==> config.mk <==
export PLATFORM = sky130hd
export DESIGN_NAME = eth_frame_fifo
export DESIGN_NICKNAME = d
export VERILOG_FILES = /design/src/rtl/eth_fifo_pkg.sv /design/src/rtl/eth_fifo_ram.sv /design/src/rtl/eth_frame_fifo.sv
export SDC_FILE = /design/constraint.sdc
export NUM_CORES = 1
export LEC_CHECK = 0
export ABC_CLOCK_PERIOD_IN_PS = 6100
export CORE_ASPECT_RATIO = 1.75
export CORE_UTILIZATION = 60
export DETAILED_ROUTE_END_ITERATION = 8
export GPL_TIMING_DRIVEN = 0
export PLACE_DENSITY = 0.77
export SLEW_MARGIN = 20
export SYNTH_ARGS = -nofsm -noshare
export SYNTH_HDL_FRONTEND = slang
export SYNTH_SLANG_ARGS = --single-unit
==> constraint.sdc <==
create_clock -name clk -period 6.1 [get_ports clk]
set_input_delay 1.83 -clock clk [delete_from_list [all_inputs] [get_ports clk]]
set_output_delay 1.83 -clock clk [all_outputs]
set_load 0.005 [all_outputs]
==> src/rtl/eth_fifo_pkg.sv <==
// Shared types for the Ethernet store-and-forward frame FIFO.
// Write-side FSM states and the pointer width helper.
package eth_fifo_pkg;

    typedef enum logic [1:0] {
        WR_IDLE,
        WR_FRAME,
        WR_DROP
    } wr_state_t;

    // Pointers carry one extra MSB so full and empty are distinguishable.
    function automatic int ptr_w(input int depth);
        return $clog2(depth) + 1;
    endfunction

endpackage

==> src/rtl/eth_fifo_ram.sv <==
// Simple dual-port RAM for the frame FIFO.
// Synchronous write port, asynchronous read port.
module eth_fifo_ram #(
    parameter int WIDTH = 9,
    parameter int DEPTH = 64,
    parameter int AW    = $clog2(DEPTH)
) (
    input  logic             clk,
    input  logic             we_i,
    input  logic [AW-1:0]    waddr_i,
    input  logic [WIDTH-1:0] wdata_i,
    input  logic [AW-1:0]    raddr_i,
    output logic [WIDTH-1:0] rdata_o
);

    logic [WIDTH-1:0] mem_q [DEPTH];

    // Store one beat per enabled write cycle; contents survive reset.
    always_ff @(posedge clk) begin
        if (we_i) begin
            mem_q[waddr_i] <= wdata_i;
        end
    end

    assign rdata_o = mem_q[raddr_i];

endmodule

==> src/rtl/eth_frame_fifo.sv <==
// Store-and-forward frame FIFO between MAC receive and host side.
// Frames become readable only once their last beat commits cleanly.
module eth_frame_fifo
    import eth_fifo_pkg::*;
#(
    parameter int DATA_W = 8,
    parameter int DEPTH  = 64,
    parameter int ADDR_W = $clog2(DEPTH)
) (
    input  logic              clk,
    input  logic              rst,
    input  logic              wr_valid,
    input  logic [DATA_W-1:0] wr_data,
    input  logic              wr_last,
    input  logic              wr_err,
    output logic              rd_valid,
    input  logic              rd_ready,
    output logic [DATA_W-1:0] rd_data,
    output logic              rd_last,
    output logic [ADDR_W:0]   frame_cnt,
    output logic [ADDR_W:0]   free_cnt,
    output logic              drop
);

    localparam int PTR_W = ptr_w(DEPTH);

    typedef logic [PTR_W-1:0] ptr_t;

    localparam ptr_t DEPTH_P = ptr_t'(DEPTH);
    localparam ptr_t ONE_P   = ptr_t'(1);

    wr_state_t state_q, state_d;

    ptr_t wr_ptr_q, wr_ptr_d;
    ptr_t cm_ptr_q, cm_ptr_d;
    ptr_t rd_ptr_q, rd_ptr_d;
    ptr_t frame_cnt_q, frame_cnt_d;
    logic drop_q, drop_d;

    ptr_t fill;
    logic full;
    logic we;
    logic commit;
    logic rd_fire;
    logic rd_done;

    logic [DATA_W:0] rd_word;

    // Occupancy counts unread committed beats plus the frame in flight.
    assign fill = wr_ptr_q - rd_ptr_q;
    assign full = (fill == DEPTH_P);

    // Write FSM: accept, commit or roll back the frame being received.
    always_comb begin
        state_d  = state_q;
        wr_ptr_d = wr_ptr_q;
        cm_ptr_d = cm_ptr_q;
        drop_d   = 1'b0;
        we       = 1'b0;
        commit   = 1'b0;
        unique case (state_q)
            WR_IDLE, WR_FRAME: begin
                if (wr_valid) begin
                    if (full || wr_err) begin
                        wr_ptr_d = cm_ptr_q;
                        if (wr_last) begin
                            drop_d  = 1'b1;
                            state_d = WR_IDLE;
                        end else begin
                            state_d = WR_DROP;
                        end
                    end else if (wr_last) begin
                        we       = 1'b1;
                        commit   = 1'b1;
                        wr_ptr_d = wr_ptr_q + ONE_P;
                        cm_ptr_d = wr_ptr_q + ONE_P;
                        state_d  = WR_IDLE;
                    end else begin
                        we       = 1'b1;
                        wr_ptr_d = wr_ptr_q + ONE_P;
                        state_d  = WR_FRAME;
                    end
                end
            end
            WR_DROP: begin
                if (wr_valid && wr_last) begin
                    drop_d  = 1'b1;
                    state_d = WR_IDLE;
                end
            end
            default: begin
                state_d  = WR_IDLE;
                wr_ptr_d = cm_ptr_q;
            end
        endcase
    end

    // Read side: head beat is visible once any committed data remains.
    always_comb begin
        rd_valid = (frame_cnt_q != '0) || (rd_ptr_q != cm_ptr_q);
        rd_data  = rd_word[DATA_W-1:0];
        rd_last  = rd_word[DATA_W];
        rd_fire  = rd_valid && rd_ready;
        rd_done  = rd_fire && rd_word[DATA_W];
        rd_ptr_d = rd_fire ? rd_ptr_q + ONE_P : rd_ptr_q;
    end

    // Frame count: a commit and a frame-end read in one cycle cancel out.
    always_comb begin
        frame_cnt_d = frame_cnt_q;
        unique case ({commit, rd_done})
            2'b10:   frame_cnt_d = frame_cnt_q + ONE_P;
            2'b01:   frame_cnt_d = frame_cnt_q - ONE_P;
            default: frame_cnt_d = frame_cnt_q;
        endcase
    end

    // State and pointer registers; reset drops everything silently.
    always_ff @(posedge clk) begin
        if (!rst) begin
            state_q     <= WR_IDLE;
            wr_ptr_q    <= '0;
            cm_ptr_q    <= '0;
            rd_ptr_q    <= '0;
            frame_cnt_q <= '0;
            drop_q      <= 1'b0;
        end else begin
            state_q     <= state_d;
            wr_ptr_q    <= wr_ptr_d;
            cm_ptr_q    <= cm_ptr_d;
            rd_ptr_q    <= rd_ptr_d;
            frame_cnt_q <= frame_cnt_d;
            drop_q      <= drop_d;
        end
    end

    assign frame_cnt = frame_cnt_q;
    assign free_cnt  = DEPTH_P - fill;
    assign drop      = drop_q;

    eth_fifo_ram #(
        .WIDTH (DATA_W + 1),
        .DEPTH (DEPTH),
        .AW    (ADDR_W)
    ) u_ram (
        .clk     (clk),
        .we_i    (we),
        .waddr_i (wr_ptr_q[ADDR_W-1:0]),
        .wdata_i ({wr_last, wr_data}),
        .raddr_i (rd_ptr_q[ADDR_W-1:0]),
        .rdata_o (rd_word)
    );

endmodule

# Yosys cells after proc, flatten, opt, wreduce, memory -nomap -nowiden
# Memories as Yosys holds them, arrays and structs flattened. A register that Yosys moved wholly into a read port is not among the register bits.
# Index checks and enable logic that the tools add are counted.
dict set report word_totals {
  register_bits 31
  ramBits 576
  input_bits 14
  out_inout_bits 25
  mem_count 1
}
dict set report classes {
  addsub 6
  n_eq_ne 8
  mux 25
  bitwise 2
  reduce_logical 12
}
# memory words width read_ports rd_ports_with_merged_regs wr line
set mem_list {}
lappend mem_list {u_ram.mem_q 64 9 1 1 1 eth_fifo_ram.sv:16} ;# logic [WIDTH-1:0] mem_q [DEPTH];
# operator count
set op_table {}
lappend op_table {{7-bit case mux with 2 select lines} 2}
lappend op_table {{7-bit by 1-bit adder with 7-bit output, second input constant} 3}
lappend op_table {{7-bit 2-to-1 mux} 2}
lappend op_table {{1-bit 2-to-1 mux} 13}
lappend op_table {{6-bit 2-to-1 mux} 2}
lappend op_table {{2-bit 2-to-1 mux} 4}
lappend op_table {{7-bit equality test, second input constant} 1}
lappend op_table {{7-bit inequality test} 1}
lappend op_table {{7-bit nonzero test} 1}
lappend op_table {{7-bit by 1-bit subtractor with 7-bit output, second input constant} 1}
lappend op_table {{7-bit subtractor} 1}
lappend op_table {{7-bit subtractor, first input constant} 1}
lappend op_table {{2-bit by 1-bit equality test with 1-bit output, second input constant} 2}
lappend op_table {{2-bit equality test, second input constant} 2}
lappend op_table {{2-bit inequality test, second input constant} 2}
lappend op_table {{2-bit case mux with 2 select lines} 1}
lappend op_table {{2-bit AND reduction} 2}
lappend op_table {{4-bit AND reduction} 1}
lappend op_table {{1-bit logical AND} 3}
lappend op_table {{2-bit zero test} 1}
lappend op_table {{1-bit logical OR} 2}
lappend op_table {{1-bit inverter} 2}
lappend op_table {{1-bit case mux with 2 select lines} 1}
lappend op_table {{2-bit nonzero test} 1}
lappend op_table {{2-bit OR reduction} 1}

# Logic depth before layout (Yosys ltp)
dict set report depth {
  ltp_word 8
  mapped_depth 21
  ltp_nobuf 19
}

# Modules after synthesis
# From an unflattened synthesis, not the netlist that was laid out.
dict set report hier_totals {
  hier_cells 1273
  area_unflattened_um2 24591.1
}
# mod instances cells_each area_per_inst_um2
set modules_own_cells {}
lappend modules_own_cells {eth_fifo_ram 1 1011 22414.0}
lappend modules_own_cells {eth_frame_fifo 1 262 2177.1}

# Least setup slack after synthesis
# No wires, ideal clock.
dict set report synth_path {
  kind {input-to-reg}
  from {in wr_valid}
  to {reg frame_cnt_q[6], in the netlist frame_cnt[6]}
  t_arrival_ns 4.587
  path_slack_ns 1.442
  path_stages 14
  path_cell_list {nor2b_1 nand2_1 a211oi_1 buf_2 inv_1 ha_1 fa_1 a21o_1 a21oi_1 o21bai_1 a21oi_1 xor2_1 or3_1 a21oi_1}
}
dict set report synth_via {
  elab_chain_len 4
  elab_cells_between_ends 6
}
# item line
set synth_lines {}
lappend synth_lines {{from (decl)} eth_frame_fifo.sv:12} ;# input logic wr_valid,
lappend synth_lines {{1-bit 2-to-1 mux (*)} eth_frame_fifo.sv:63} ;# if (wr_valid) begin
lappend synth_lines {{1-bit 2-to-1 mux (*)} eth_frame_fifo.sv:61} ;# unique case (state_q)
lappend synth_lines {{2-bit by 1-bit equality test with 1-bit output or 2-bit equality test (tied branches)} eth_frame_fifo.sv:111} ;# unique case ({commit, rd_done})
lappend synth_lines {{7-bit case mux with 2 select lines or 2-bit nonzero test (tied branches)} n/a}
lappend synth_lines {{to (signal assigned)} eth_frame_fifo.sv:132} ;# frame_cnt_q <= frame_cnt_d;
lappend synth_lines {{to (decl)} eth_frame_fifo.sv:37} ;# ptr_t frame_cnt_q, frame_cnt_d;
# Every way passes the cells marked *; elsewhere a longest branch is shown, timed or not.
# A chain may end at the register's enable or synchronous reset.

==> flow_summary.yaml <==
worst_setup_path:
  cp.arrival_ns: 4.23
  r2r_cells: 21
  r2r-start: "wr_ptr_q[0]$_SDFFE_PN0P_"
  timing.rr.end: "frame_cnt[6]$_SDFFE_PN0P_"
  cp.required_ns: 4.27
  critPathKind: "reg2out"
  worstPathMaxFanout: 10
  cp-start-kind: "flop"
  worst-r2r-setup-slack_ns: 0.56
  end_kind: "output pin"
global_route:
  grt_max_degree: 65
  grt_pass1_wl_mm: 83.19
  first_global_vias: 12520
  overflow: 0
  antenna_found_initial: 0
  grtUsageTotal: 0.2890
floorplan:
  fp-row-count: 97
  die_w_um: 154.5
  initial_core_util: 0.6097
  coreArea_um2: 40050
  die_area_um2: 41540
  die-height_um: 268.9
  ios: 39
drt:
  via_per_inst: 6.766
  post_drt_wl_per_cell_um: 31.87
  drc: 0
  first_iter_violations: 1328
  drt_pass1_iterations: 5
  via_count: 12230
  postRouteAntennaNets: 0
  drt_wl_total_mm: 57.62
synthesis:
  synthesis.yosys.warnings: 0
  yosysSeqAreaShare: 0.7386
  syn-num-nets: 1210
  synth_cells: 1179
  synth_adder_area_share: 0.009325
  synthSimpleGateAreaFrac: 0.03504
  synth.area.mux_share: 0.1747
  post_synth.cell_area_avg_um2: 20.71
  ys_ff_latch: 613
  syn_area_um2: 24420
  synth_top_family_by_area: "multiplexers"
  synth_xor_area_frac: 0.01148
  synth_edf_count: 576
  async_flop_share: 0
  synth_flop_cell: "edfxtp_1"
  synth_compound_area_frac: 0.01624
  synth.distinct_cells: 50
clocking:
  path_clk_slew_ns: 0.06
  htreeDepth: 2
  cts_buffers: 50
  cts_buffer_depth: 3
  clkLatencyLatePin_ns: 0.57
  cts.sinks: 613
  cts-root-buf: "clkbuf_16"
  cts_tree: "done"
timing:
  worst_pin_slew_ns: 1.162
  maxSlewViolCount: 0
  hold_viol: 0
  relSlewSlack: 0.2227
  fin_crit_sh: 0.9941
  fmax_mhz: 164.9
  clock_skew_ns: 0.02117
  setup_violations: 0
  fin_tns_setup_ns: 0
  rsz0062_at_grt: "false"
  fin_crit_ns: 6.064
flow_run:
  cap_viol_max_count: 0
power_and_ir_drop:
  power.density_cell_area_nw_per_um2: 388.8
  leakage_nw: 8.392
  ir_drop_v: 0.0003811
place:
  port_buffers: 38
  place_area_um2: 25520
  hpwl_mm: 37.84
  gp_congestion: 0.8850
cells_and_area:
  drive_above_1_share: 0.2399
  fillCellCount: 2500
  antennaDiodeCount: 0
  final_nets: 1304
  register_area_um2: 18040
  multi_input_area_um2: 6041
  syn_to_final_growth_pct: 11.30
  post-route-cell-area_um2: 27180
min_path:
  min_path_type: "reg2reg"
  hold-path-cell-count: 2
  hold_path.startpoint: "cm_ptr_q[5]$_SDFFE_PN0P_"
  min_to: "cm_ptr_q[5]$_SDFFE_PN0P_"
status:
  status: "completed"
==> cells by family after synthesis <==
| kind of cell | count (synthesis) |
|---|---|
| fa+ha+maj | 17 |
| flops | 613 |
| simple gates | 179 |
| xor+xnor | 32 |
| mux | 196 |
| buf+inv | 78 |
| compound gates | 64 |
==> layout by cell type, fill, tap and decap left out, types with 19 or more instances in the layout <==
| cell type | synthesis | final |
|---|---|---|
| edfxtp_1 | 576 | 576 |
| buf_2 | 13 | 19 |
| nand2_1 | 21 | 21 |
| clkdlybuf4s50_1 | 0 | 29 |
| a21oi_1 | 23 | 23 |
| dfxtp_1 | 37 | 37 |
| clkbuf_16 | 0 | 52 |
| mux4_2 | 184 | 184 |
| nor2_1 | 92 | 92 |
| clkbuf_1 | 31 | 28 |
==> flip-flops by register name, summed over array words and instances, names as in the netlist, named ones only <==
register / cells
wr_ptr_q: 7
u_ram.mem_q: 576
state_q: 2
drop: 1
frame_cnt: 7
rd_ptr_q: 7
cm_ptr_q: 7
==> how the worst max path moves through the flow <==
stage / cells past startpoint / endpoint / from
2_1_floorplan: 14 / frame_cnt[6]$_SDFFE_PN0P_ / wr_valid
3_3_place_gp: 14 / frame_cnt[6]$_SDFFE_PN0P_ / wr_last
3_5_place_dp: 8 / rd_data[6] / flop
4_1_cts: 7 / rd_data[2] / flop
5_1_grt: 9 / rd_data[6] / flop
6_report: 7 / rd_data[1] / flop
==> metrics by stage <==
step	instances	setup WS, ns	utilization	power [mW]	hold slack [ns]
global placement	1712	-0.8764	0.6347	7.366	0.4689
finish	1808	0.03611	0.6786	10.57	0.4947
detailed placement	1719	0.3046	0.6373	7.401	0.4850
floorplan	1179	1.442	-	6.444	0.4600
CTS	1809	0.002430	0.6787	10.61	0.4990
global route	1808	0.01352	0.6786	10.87	0.5354
==> layer usage <==
metal | up-vias | share of wire | global-route usage
met3 | 138 | 0.069 | 0.03954
met1 | 6390 | 0.34 | 0.3440
met2 | 670 | 0.54 | 0.5179
li1 | 5035 | - | -
met4 | 0 | 0.052 | 0.1448
met5 | - | 0 | 0
==> worst max-delay path, stage by stage (launching register included) <==
cell and delay (ns):
dfxtp_1 0.31, buf_2 0.31, buf_2 0.32, clkbuf_1 0.70, mux4_2 0.42, mux4_2 0.56
mux4_2 0.55, clkdlybuf4s50_1 0.47
==> final cells by class <==
type | instances | area share
sequential | 613 | 0.6636
clock inverter | 29 | 0.009345
buffer | 58 | 0.01073
timing repair buffer | 45 | 0.01731
multi-input combinational | 488 | 0.2223
clock buffer | 63 | 0.05160
inverter | 17 | 0.002348
tap | 495 | 0.02279
==> cell usage after synthesis (2+ instances only) <==
| library cell | n | area [µm²] |
|---|---|---|
| dfxtp_1 | 37 | 740.7 |
| nand3_1 | 14 | 70.07 |
| a31oi_1 | 2 | 12.51 |
| nand3b_1 | 4 | 30.03 |
| ha_1 | 15 | 187.7 |
| fa_1 | 2 | 40.04 |
| nor3_1 | 8 | 40.04 |
| a21oi_1 | 23 | 115.1 |
| edfxtp_1 | 576 | 17300 |
| nor4_1 | 4 | 25.02 |
| o21ai_0 | 15 | 75.07 |
| buf_6 | 3 | 33.78 |
| or3_1 | 3 | 18.77 |
| clkbuf_1 | 31 | 116.4 |
| and2_1 | 2 | 12.51 |
| nor2b_1 | 9 | 56.30 |
| or2_2 | 2 | 12.51 |
| inv_1 | 17 | 63.81 |
| buf_1 | 7 | 26.28 |
| a21o_1 | 2 | 15.01 |
| nand4b_1 | 5 | 43.79 |
| o21bai_1 | 3 | 22.52 |
| buf_4 | 7 | 52.55 |
| xnor2_1 | 14 | 122.6 |
| nand4_1 | 4 | 25.02 |
| a211oi_1 | 9 | 67.56 |
| nand2b_1 | 3 | 18.77 |
| xor2_1 | 18 | 157.7 |
| buf_2 | 13 | 65.06 |
| nor2_1 | 92 | 345.3 |
| mux4_2 | 184 | 4144 |
| nand2_1 | 21 | 78.83 |
| nor3b_1 | 3 | 22.52 |
| mux2i_1 | 11 | 110.1 |
==> what timing repair did <==
item	4_1_cts	5_1_grt
hold endpoints to repair	0	0
endpoints found under the setup margin	6	4
buffers inserted	0	0
hold buffers	0	0
resized for setup	5	2
==> power by group <==
group          total (mW)  switching, mW  internal [mW]
clock                3.25           1.45           1.80
combinational        2.63           1.34           1.30
sequential           4.68         0.0455           4.64
total                10.6           2.83           7.74
No activity file was read; power rests on OpenSTA's default activity.
